$ cat config.mk
export PLATFORM = sky130hd
export DESIGN_NAME = packet_fifo
export DESIGN_NICKNAME = d
export VERILOG_FILES = /design/src/rtl/pkt_pkg.sv /design/src/rtl/packet_fifo.sv
export SDC_FILE = /design/constraint.sdc
export NUM_CORES = 1
export LEC_CHECK = 0
export ABC_AREA = 0
export BUFFER_PORTS_ARGS = -buffer_cell sky130_fd_sc_hd__buf_2
export CAP_MARGIN = 10
export CORE_MARGIN = 4
export CORE_UTILIZATION = 56
export DETAILED_ROUTE_END_ITERATION = 12
export HOLD_SLACK_MARGIN = 0.1
export PLACE_DENSITY_LB_ADDON = 0.2
export SLEW_MARGIN = 20
export SYNTH_ARGS = -nofsm -noshare
export SYNTH_HDL_FRONTEND = slang
export SYNTH_SLANG_ARGS = --single-unit
$ cat constraint.sdc
create_clock -name clk -period 2.74 [get_ports clk]
set_clock_uncertainty 0.05 [all_clocks]
set_input_delay 0.411 -clock clk [delete_from_list [all_inputs] [get_ports clk]]
set_output_delay 0.411 -clock clk [all_outputs]
set_load 0.02 [all_outputs]
$ cat src/rtl/pkt_pkg.sv
// Packet format constants shared by the upstream byte-stream parser and the packet FIFO.
// A packet is three bytes, first byte in the most significant position.
package pkt_pkg;

    localparam int PKT_W        = 24;
    localparam int BYTE_W       = 8;
    localparam int HDR_FLAG_BIT = 3;

    // Position of the header flag within a whole packet (bit 3 of the first byte).
    localparam int PKT_HDR_BIT  = PKT_W - BYTE_W + HDR_FLAG_BIT;

endpackage : pkt_pkg

$ cat src/rtl/packet_fifo.sv
// Packet FIFO between the byte-stream parser and a ready/valid consumer.
// Drops packets on overflow with a saturating counter and flags frames whose header bit is clear.
module packet_fifo
    import pkt_pkg::*;
#(
    parameter int DEPTH = 4,
    parameter int CNT_W = 8
) (
    input  logic                     clk,
    input  logic                     reset_n,
    input  logic                     pkt_done,
    input  logic [PKT_W-1:0]         pkt_bytes,
    output logic                     out_valid,
    input  logic                     out_ready,
    output logic [PKT_W-1:0]         out_data,
    output logic [$clog2(DEPTH):0]   level,
    output logic [CNT_W-1:0]         drop_cnt,
    output logic                     frame_err
);

    localparam int AW    = $clog2(DEPTH);
    localparam int LVL_W = AW + 1;

    logic [PKT_W-1:0] mem [DEPTH];
    logic [AW-1:0]    wr_ptr;
    logic [AW-1:0]    rd_ptr;
    logic             full;
    logic             pop;
    logic             push;
    logic             drop;

    // Level is the single source of truth for full/empty, so wrapped pointers are never ambiguous.
    assign full      = (level == LVL_W'(DEPTH));
    assign out_valid = (level != '0);
    assign out_data  = mem[rd_ptr];
    assign pop       = out_valid && out_ready;
    assign push      = pkt_done && (!full || pop);
    assign drop      = pkt_done && full && !pop;

    // NOTE: the storage array has no reset; stale entries are unreachable once level is cleared.
    always_ff @(posedge clk) begin
        if (push) begin
            mem[wr_ptr] <= pkt_bytes;
        end
    end

    // NOTE: all state here uses non-blocking assignments so every update sees pre-edge values.
    always_ff @(posedge clk) begin
        if (!reset_n) begin
            wr_ptr    <= '0;
            rd_ptr    <= '0;
            level     <= '0;
            drop_cnt  <= '0;
            frame_err <= 1'b0;
        end else begin
            if (push) begin
                wr_ptr <= wr_ptr + AW'(1);
            end
            if (pop) begin
                rd_ptr <= rd_ptr + AW'(1);
            end
            level <= level + LVL_W'(push) - LVL_W'(pop);
            if (drop && (drop_cnt != '1)) begin
                drop_cnt <= drop_cnt + CNT_W'(1);
            end
            // A malformed header is flagged even if the packet itself is dropped.
            if (pkt_done && !pkt_bytes[PKT_HDR_BIT]) begin
                frame_err <= 1'b1;
            end
        end
    end

endmodule : packet_fifo

==> results_dict.tcl, run 1 <==
set metrics [dict create \
    clkLatencyLatePin_ns 0.50 \
    hp-class "input port to register" \
    synth_area_leaders "edfxtp_1, mux4_2, dfxtp_1, ha_1, nor2_1" \
    viasPerCell 5.35 \
    synth_edf_count 96 \
    r2r_setup_slack_ns 0.32 \
    hold_path_depth 3 \
    die_area_um2 9260 \
    power_leakage_uw 0.00210 \
    drive_above_1_share 0.397 \
    grt_overflow 0 \
    grt_max_degree 25 \
    area_delta_synth_final_pct 31.1 \
    ys_ff_latch 114 \
    antennaDiodeCount 0 \
    portBuffers 64 \
    htree_num_levels 4 \
    grt_pass1_wl_mm 13.5 \
    drtAntennaViolNets 0 \
    fin_crit_sh 0.926 \
    synth_seq_area_share 0.744 \
    wirelength_mm 8.55 \
    power_density_nw_per_um2 970 \
    final_area_um2 5710 \
    ys.flop_type "edfxtp_1" \
    drc 0 \
    finalSetupViolCount 0 \
    final_nets 364 \
    r2r-end "level[2]" \
    crit_path_end_kind "output port" \
    cts_setup_buffers 0 \
    tns_ns 0 \
    yosysWarnings 0 \
    cts-root-buf "clkbuf_8" \
    crit_type "register to output port" \
    antenna_found_initial 0 \
    yosysMostFrequentCell "edfxtp_1" \
    relSlewSlack 0.573 \
    fp.dieW_um 96.2 \
    ir_drop_mv 0.650 \
    yosys.area.top_type_share 0.661 \
    status "completed" \
    dp.cells 383 \
    drv_slew 0 \
    clock_sinks 114 \
    syn-num-nets 257 \
    fmax_ghz 0.394 \
    async_reset_ff_frac 0 \
    start_util 0.588 \
    placed_area_um2 4840 \
    ctsResizeCount 0 \
    rsz0062_at_grt "no" \
    yosys.area.top_type "edfxtp_1" \
    r2r-start "level[1]" \
    instances_no_fill 439 \
    path_max_fanout 14 \
    cts_buffers 17 \
    fin_crit_ns 2.54 \
    maxCapViolations 0 \
    fp.dieH_um 96.2 \
    grt_pass1_vias 2591 \
    drtPass1Iterations 4 \
    hp-start "pkt_done" \
    grt_use_total 0.208 \
    fp-row-count 31 \
    ioPinCount 65 \
    synth_commonest_cells "edfxtp_1, mux4_2, dfxtp_1, nor2_1, inv_1" \
    dp_hpwl_mm 4.98 \
    initialDrtViolationCount 81 \
    cts_tree "built" \
    syn_avg_cell_area_um2 19.7 \
    cts_hold_buffers 25 \
    holdPathEnd "frame_err" \
    gp_congestion 0.792 \
    syn-cell-area_um2 4360 \
    r2r_cells 11 \
    worst_setup_path_start_kind "register" \
    vias 2348 \
    cp_data_arrival_time_ns 2.08 \
    cts_buffer_depth 2 \
    cp.required_ns 2.28 \
    path_clk_slew_ns 0.05 \
    coreArea_um2 7410 \
    wl_per_cell_um 19.5 \
    worst_slew_pin_slew_ns 0.640 \
    hold_violations 0 \
    synth_cell_types 35 \
    syn-instance-count 221 \
]
[state kept, by name, summed over array words and instances (netlist names), named ones only]
signal     count
wr_ptr         2
mem           96
level          3
drop_cnt       8
rd_ptr         2
frame_err      1
[where the power goes]
part           internal, uW  switching [uW]
Sequential             2050             113
Combinational           500             584
Clock                  1560             743
[cells in the final DEF, fill, tap and decap left out, types with 2 or more instances in the layout]
| master | count |
|---|---|
| ha_1 | 7 |
| mux4_2 | 24 |
| nand2_1 | 3 |
| nand3_1 | 5 |
| nor2_1 | 12 |
| bufinv_16 | 5 |
| clkinv_2 | 2 |
| a21oi_1 | 6 |
| inv_1 | 9 |
| buf_2 | 64 |
| and3_1 | 3 |
| nor4_2 | 2 |
| edfxtp_1 | 96 |
| clkinvlp_4 | 4 |
| dlygate4sd3_1 | 25 |
| or3_1 | 2 |
| dfxtp_1 | 17 |
| inv_6 | 2 |
| buf_4 | 7 |
| xor2_1 | 4 |
| xnor2_1 | 3 |
| clkbuf_16 | 16 |
[final cells by class]
class	count	area [um2]
Tap cell	99	124
Clock buffer	17	414
Fill cell	413	1690
Inverter	9	33.8
Clock inverter	14	211
Timing Repair Buffer	97	643
Multi-Input combinational cell	89	1040
Sequential cell	114	3240
[per-layer routing]
layer | vias to the layer above | track usage | routed length (um)
li1 | 1100 | - | -
met1 | 1178 | 0.250 | 3510
met2 | 64 | 0.355 | 4590
met3 | 6 | 0.0586 | 388
met4 | 0 | 0.0782 | 60
met5 | - | 0 | 0
[critical path, stage by stage (launching register included)]
cell and delay (ns):
dfxtp_2 0.59, buf_12 0.23, mux4_2 0.55, buf_2 0.18
[how the worst max path moves through the flow]
stage	startpoint	slack [ns]	end	cells after the start
floorplan	pkt_done	0.30	level[2]	12
global placement	out_ready	0.33	level[2]	12
detailed placement	pkt_done	0.22	level[2]	12
CTS	register	0.15	out_data[21]	3
global route	level[2]	0.07	level[2]	11
finish	register	0.20	out_data[21]	3
[stage by stage]
step | power, uW | hold WS, ns | setup slack [ns] | utilization
2_1_floorplan | 2900 | 0.435 | 0.298 | -
3_3_place_gp | 3220 | 0.394 | 0.326 | 0.653
3_5_place_dp | 3250 | 0.430 | 0.224 | 0.653
4_1_cts | 5600 | 0.244 | 0.154 | 0.771
5_1_grt | 5770 | 0.299 | 0.0675 | 0.771
6_report | 5550 | 0.269 | 0.204 | 0.771
[logic make-up (layout without fill, tap and decap cells)]
logic type               after synthesis  count (layout)  share of synthesized area
multiplexers                          25              25                      0.126
AND/OR/NAND/NOR                       34              34                     0.0488
flip-flops                           114             114                      0.744
buffers and inverters                 18             137                     0.0164
XOR/XNOR                               7               7                     0.0141
AO/OA/AOI/OAI                         15              15                     0.0256
adder cells (fa/ha/maj)                8               8                     0.0247
(Power assumes the default switching activity.)
==> run 2, diff against run 1 <==
--- a/config.mk
+++ b/config.mk
@@ -8,8 +8,10 @@
 export ABC_AREA = 0
 export BUFFER_PORTS_ARGS = -buffer_cell sky130_fd_sc_hd__buf_2
 export CAP_MARGIN = 10
+export CELL_PAD_IN_SITES_DETAIL_PLACEMENT = 1
+export CELL_PAD_IN_SITES_GLOBAL_PLACEMENT = 1
 export CORE_MARGIN = 4
-export CORE_UTILIZATION = 56
+export CORE_UTILIZATION = 48
 export DETAILED_ROUTE_END_ITERATION = 12
 export HOLD_SLACK_MARGIN = 0.1
 export PLACE_DENSITY_LB_ADDON = 0.2
==> run 2 against run 1 <==
Cell count grew 1.8%. Highest routed layer unchanged. Critical path depth grew 8. Non-clock buffer count shrank 2. Largest power group is now sequential cells. Clock power shrank 8.7%. Sequential power shrank 2%. Global-route usage shrank 2.0 points. Die area grew 15%. Worst setup slack gained 0.17 ns. Cell area shrank 0.85%. Critical path type is now register to register.
==> results_dict.tcl, run 2 (same netlist as run 1, synthesis figures left out) <==
set metrics [dict create \
    tns_ns 0 \
    drive_above_1_share 0.389 \
    antenna_found_initial 0 \
    swShare 0.266 \
    rsz0062_at_grt "no" \
    drv_slew 0 \
    fmax_ghz 0.423 \
    gp_congestion 0.712 \
    cts_buffers 17 \
    wl_per_cell_um 20.0 \
    clock_sinks 114 \
    path_clk_slew_ns 0.05 \
    drtAntennaViolNets 0 \
    cp.required_ns 3.06 \
    cts_buffer_depth 2 \
    fin_ws_ns 0.376 \
    grt_pass1_vias 2707 \
    finalSetupViolCount 0 \
    crit_type "register to register" \
    worst_slew_pin_slew_ns 0.789 \
    seq_power_share 0.397 \
    cp_data_arrival_time_ns 2.68 \
    grt_overflow 0 \
    hold_violations 0 \
    ioPinCount 65 \
    hp-class "input port to register" \
    coreArea_um2 8760 \
    p_sw_uw 1420 \
    layout_common_cells "edfxtp_1, buf_2, dlygate4sd3_1, mux4_2, dfxtp_1" \
    power_leakage_uw 0.00207 \
    fp-row-count 34 \
    p_int_uw 3930 \
    fp.dieW_um 103 \
    grt_pass1_wl_mm 14.4 \
    initialDrtViolationCount 111 \
    top_regs "mem x96, drop_cnt x8, level x3" \
    post-place-ws_ns 0.297 \
    worst_setup_path_start_kind "register" \
    final_nets 362 \
    dp_hpwl_mm 5.38 \
    area_delta_synth_final_pct 30.0 \
    maxCapViolations 0 \
    comb_power_share 0.209 \
    drc 0 \
    cts_hold_buffers 25 \
    power_uw 5350 \
    status "completed" \
    htree_num_levels 4 \
    vias 2375 \
    relSlewSlack 0.474 \
    grt_use_total 0.188 \
    power_density_nw_per_um2 944 \
    cts_tree "built" \
    grt_max_degree 25 \
    num-fill-cells 780 \
    fin_crit_sh 0.863 \
    clkLatencyLatePin_ns 0.50 \
    crit_path_end_kind "register" \
    ctsResizeCount 0 \
    viasPerCell 5.31 \
    ir_drop_mv 0.701 \
    drtPass1Iterations 4 \
    portBuffers 64 \
    largest-register "mem" \
    cts_setup_buffers 0 \
    largest_reg_flops 96 \
    pwr-share-clk 0.394 \
    antennaDiodeCount 0 \
    start_util 0.497 \
    wirelength_mm 8.95 \
    fin_crit_ns 2.36 \
    mostFrequentLayoutCell "edfxtp_1" \
    cts-root-buf "clkbuf_8" \
    path_max_fanout 7 \
    die_area_um2 10700 \
    fp.dieH_um 103 \
]
==> run 2: cell count changes in the layout (fill, tap and decap cells not counted), sizes merged <==
cell    change
clkbuf      +6
inv         -2
bufinv      -3
buf         -2
==> run 2: power groups by stage <==
stage / Clock (uW) / Sequential, uW / Combinational (uW)
after global placement: 0 / 2140 / 1090
after global routing: 2240 / 2140 / 1230
final: 2100 / 2120 / 1120
after detailed placement: 0 / 2160 / 1100
after CTS: 2130 / 2130 / 1140
after floorplan: 0 / 2150 / 751
==> run 2: worst max-delay path, cell delays in order, from the launching register on <==
cell and delay (ns):
dfxtp_1 0.40, nor4b_4 0.38, nor2_1 0.13, inv_1 0.07
ha_1 0.22, inv_1 0.06, ha_1 0.13, inv_1 0.05
fa_1 0.37, xor2_1 0.19, xnor2_1 0.13, nor2_1 0.05
==> run 2: final cells by class <==
class,count,area [um2],share of cell area
flip-flops and latches,114,3240,0.573
clock buffers,23,477,0.0841
well taps,108,135,0.0239
clock inverters,9,104,0.0183
multi-input cells,89,1040,0.184
repair buffers,95,628,0.111
inverters,9,33.8,0.00596
==> run 2: metrics by stage <==
stage,hold WS (ns),cell area [um2],cells,util
CTS,0.281,5670,447,0.646
floorplan,0.435,4360,221,-
global placement,0.405,4830,390,0.552
finish,0.296,5670,447,0.646
global route,0.300,5670,447,0.646
detailed placement,0.417,4830,390,0.552
==> run 2: final timing paths <==
check                               start         to  slack [ns]  cells past startpoint
worst max-delay path             level[1]   level[2]        0.38                     11
worst min-delay path             pkt_done  frame_err        0.30                      4
worst max register to register   level[1]   level[2]        0.38                     11
worst min register to register  frame_err  frame_err        0.42                      2
==> run 2: per-layer routing <==
metal,global-route usage,up-vias,wire [um]
met5,0,-,0
met4,0.0697,0,80
met3,0.0496,9,352
met2,0.316,60,4750
met1,0.235,1215,3770
li1,-,1091,-
==> run 3, diff against run 2 <==
--- a/config.mk
+++ b/config.mk
@@ -10,6 +10,7 @@
 export CAP_MARGIN = 10
 export CELL_PAD_IN_SITES_DETAIL_PLACEMENT = 1
 export CELL_PAD_IN_SITES_GLOBAL_PLACEMENT = 1
+export CORE_ASPECT_RATIO = 1.25
 export CORE_MARGIN = 4
 export CORE_UTILIZATION = 48
 export DETAILED_ROUTE_END_ITERATION = 12
==> run 3 against run 2 <==
Clock power increased by 16%. Die area about the same. Cell area grew 1.5%. Core utilization rose by 1.1 points. Sequential share of layout area shrank 0.87 points. Worst setup slack got worse by 0.094 ns. Sequential cell count unchanged. Critical path depth down 8. Highest routed layer unchanged. Global-route usage is 0.15 points higher.
==> results_dict.tcl, run 3 (same netlist as run 1, synthesis figures left out) <==
set metrics [dict create \
    status "completed" \
    cp_slowest_cell "mux4_2" \
    path_clk_slew_ns 0.06 \
    dp.cells 402 \
    fin_crit_ns 2.46 \
    grt_overflow 0 \
    wl_per_cell_um 19.4 \
    coreArea_um2 8750 \
    cts-root-buf "clkbuf_8" \
    layout_common_cells "edfxtp_1, buf_2, dlygate4sd3_1, mux4_2, dfxtp_1" \
    met2_length_mm 4.96 \
    relSlewSlack 0.549 \
    met3WireLength_um 353 \
    crit_path_end_kind "output port" \
    grt_pass1_wl_mm 14.5 \
    cp_data_arrival_time_ns 2.00 \
    wl_met1_mm 3.48 \
    crit_type "register to output port" \
    path_max_fanout 24 \
    dp_hpwl_mm 4.96 \
    fp.dieW_um 93.2 \
    clock_sinks 114 \
    hold_violations 0 \
    fmax_ghz 0.407 \
    drtAntennaViolNets 0 \
    start_util 0.498 \
    finalSetupViolCount 0 \
    drtPass1Iterations 4 \
    cp_num_buf_inv 2 \
    seq_power_share 0.375 \
    top_regs "mem x96, drop_cnt x8, level x3" \
    cts_tree "built" \
    ctsResizeCount 0 \
    worst_slew_pin_slew_ns 0.677 \
    pwr-share-clk 0.432 \
    portBuffers 64 \
    drc 0 \
    cp.required_ns 2.28 \
    rsz0062_at_grt "no" \
    power_uw 5650 \
    instances_no_fill 459 \
    area_delta_synth_final_pct 32.0 \
    ioPinCount 65 \
    antennaDiodeCount 0 \
    die_area_um2 10700 \
    p_int_uw 4250 \
    worst_setup_path_start_kind "register" \
    cpPeakStageDelay_ns 0.59 \
    maxCapViolations 0 \
    vias 2346 \
    power_density_nw_per_um2 982 \
    hp-class "input port to register" \
    comb_power_share 0.192 \
    largest_reg_flops 96 \
    cpLargestDelayFamily "multiplexers" \
    grt_use_total 0.189 \
    cts_buffer_depth 2 \
    antenna_found_initial 0 \
    power_leakage_uw 0.00212 \
    grt_pass1_vias 2634 \
    final_nets 362 \
    fin_crit_sh 0.897 \
    gp_congestion 0.717 \
    drv_slew 0 \
    cts_buffers 17 \
    viasPerCell 5.11 \
    finish.utilization 0.658 \
    grt_max_degree 25 \
    htree_num_levels 4 \
    mostFrequentLayoutCell "edfxtp_1" \
    ir_drop_mv 0.506 \
    fp-row-count 38 \
    drive_above_1_share 0.392 \
    tns_ns 0 \
    wirelength_mm 8.89 \
    fin_ws_ns 0.282 \
    post-place-ws_ns 0.256 \
    path_cells "buf_4 -> mux4_2 -> buf_2" \
    clkLatencyLatePin_ns 0.50 \
    topRoutingLayerUsed "met4" \
    initialDrtViolationCount 125 \
    fp.dieH_um 115 \
    p_sw_uw 1400 \
    largest-register "mem" \
    swShare 0.247 \
]
-- run 3: worst paths after layout --
check,depth (start not counted),from,endpoint,slack [ns]
max,3,register,out_data[2],0.28
min,4,pkt_done,frame_err,0.27
max reg2reg,11,level[1],level[2],0.33
min reg2reg,2,frame_err,frame_err,0.41
-- run 3: worst reg2reg max path, cell delays in order (launching register included) --
cell and delay [ns]:
dfxtp_1 0.40, nor4b_4 0.40, nor2_1 0.14, inv_1 0.08
ha_1 0.22, inv_1 0.06, ha_1 0.13, inv_1 0.05
fa_1 0.37, xor2_1 0.20, xnor2_1 0.14, nor2_1 0.06
-- run 3: routing by layer --
layer,track usage,vias to the layer above
li1,-,1095
met1,0.214,1182
met2,0.336,61
met3,0.0526,8
met4,0.0762,0
met5,0,-
-- run 3: metrics by stage --
stage                     hold slack, ns  area, um2
after floorplan                    0.435       4360
after global placement             0.401       4840
after detailed placement           0.407       4840
after CTS                          0.252       5750
after global routing               0.315       5750
final                              0.267       5750
-- run 3: timing repair --
action,CTS,global route
hold endpoints to repair,98,0
buffers inserted,0,0
hold buffers,25,0
-- run 3: cell type report --
cell class / instances / area, um2
flip-flops and latches: 114 / 3240
fillers: 792 / 3000
multi-input cells: 89 / 1040
repair buffers: 95 / 616
clock buffers: 22 / 463
clock inverters: 10 / 203
well taps: 120 / 150
inverters: 9 / 33.8
-- run 3: power by group through the flow --
stage	clock network, uW	registers, uW	logic, uW
2_1_floorplan	0	2150	751
3_3_place_gp	0	2140	1070
3_5_place_dp	0	2150	1080
4_1_cts	2490	2120	1110
5_1_grt	2580	2140	1180
6_report	2440	2120	1090
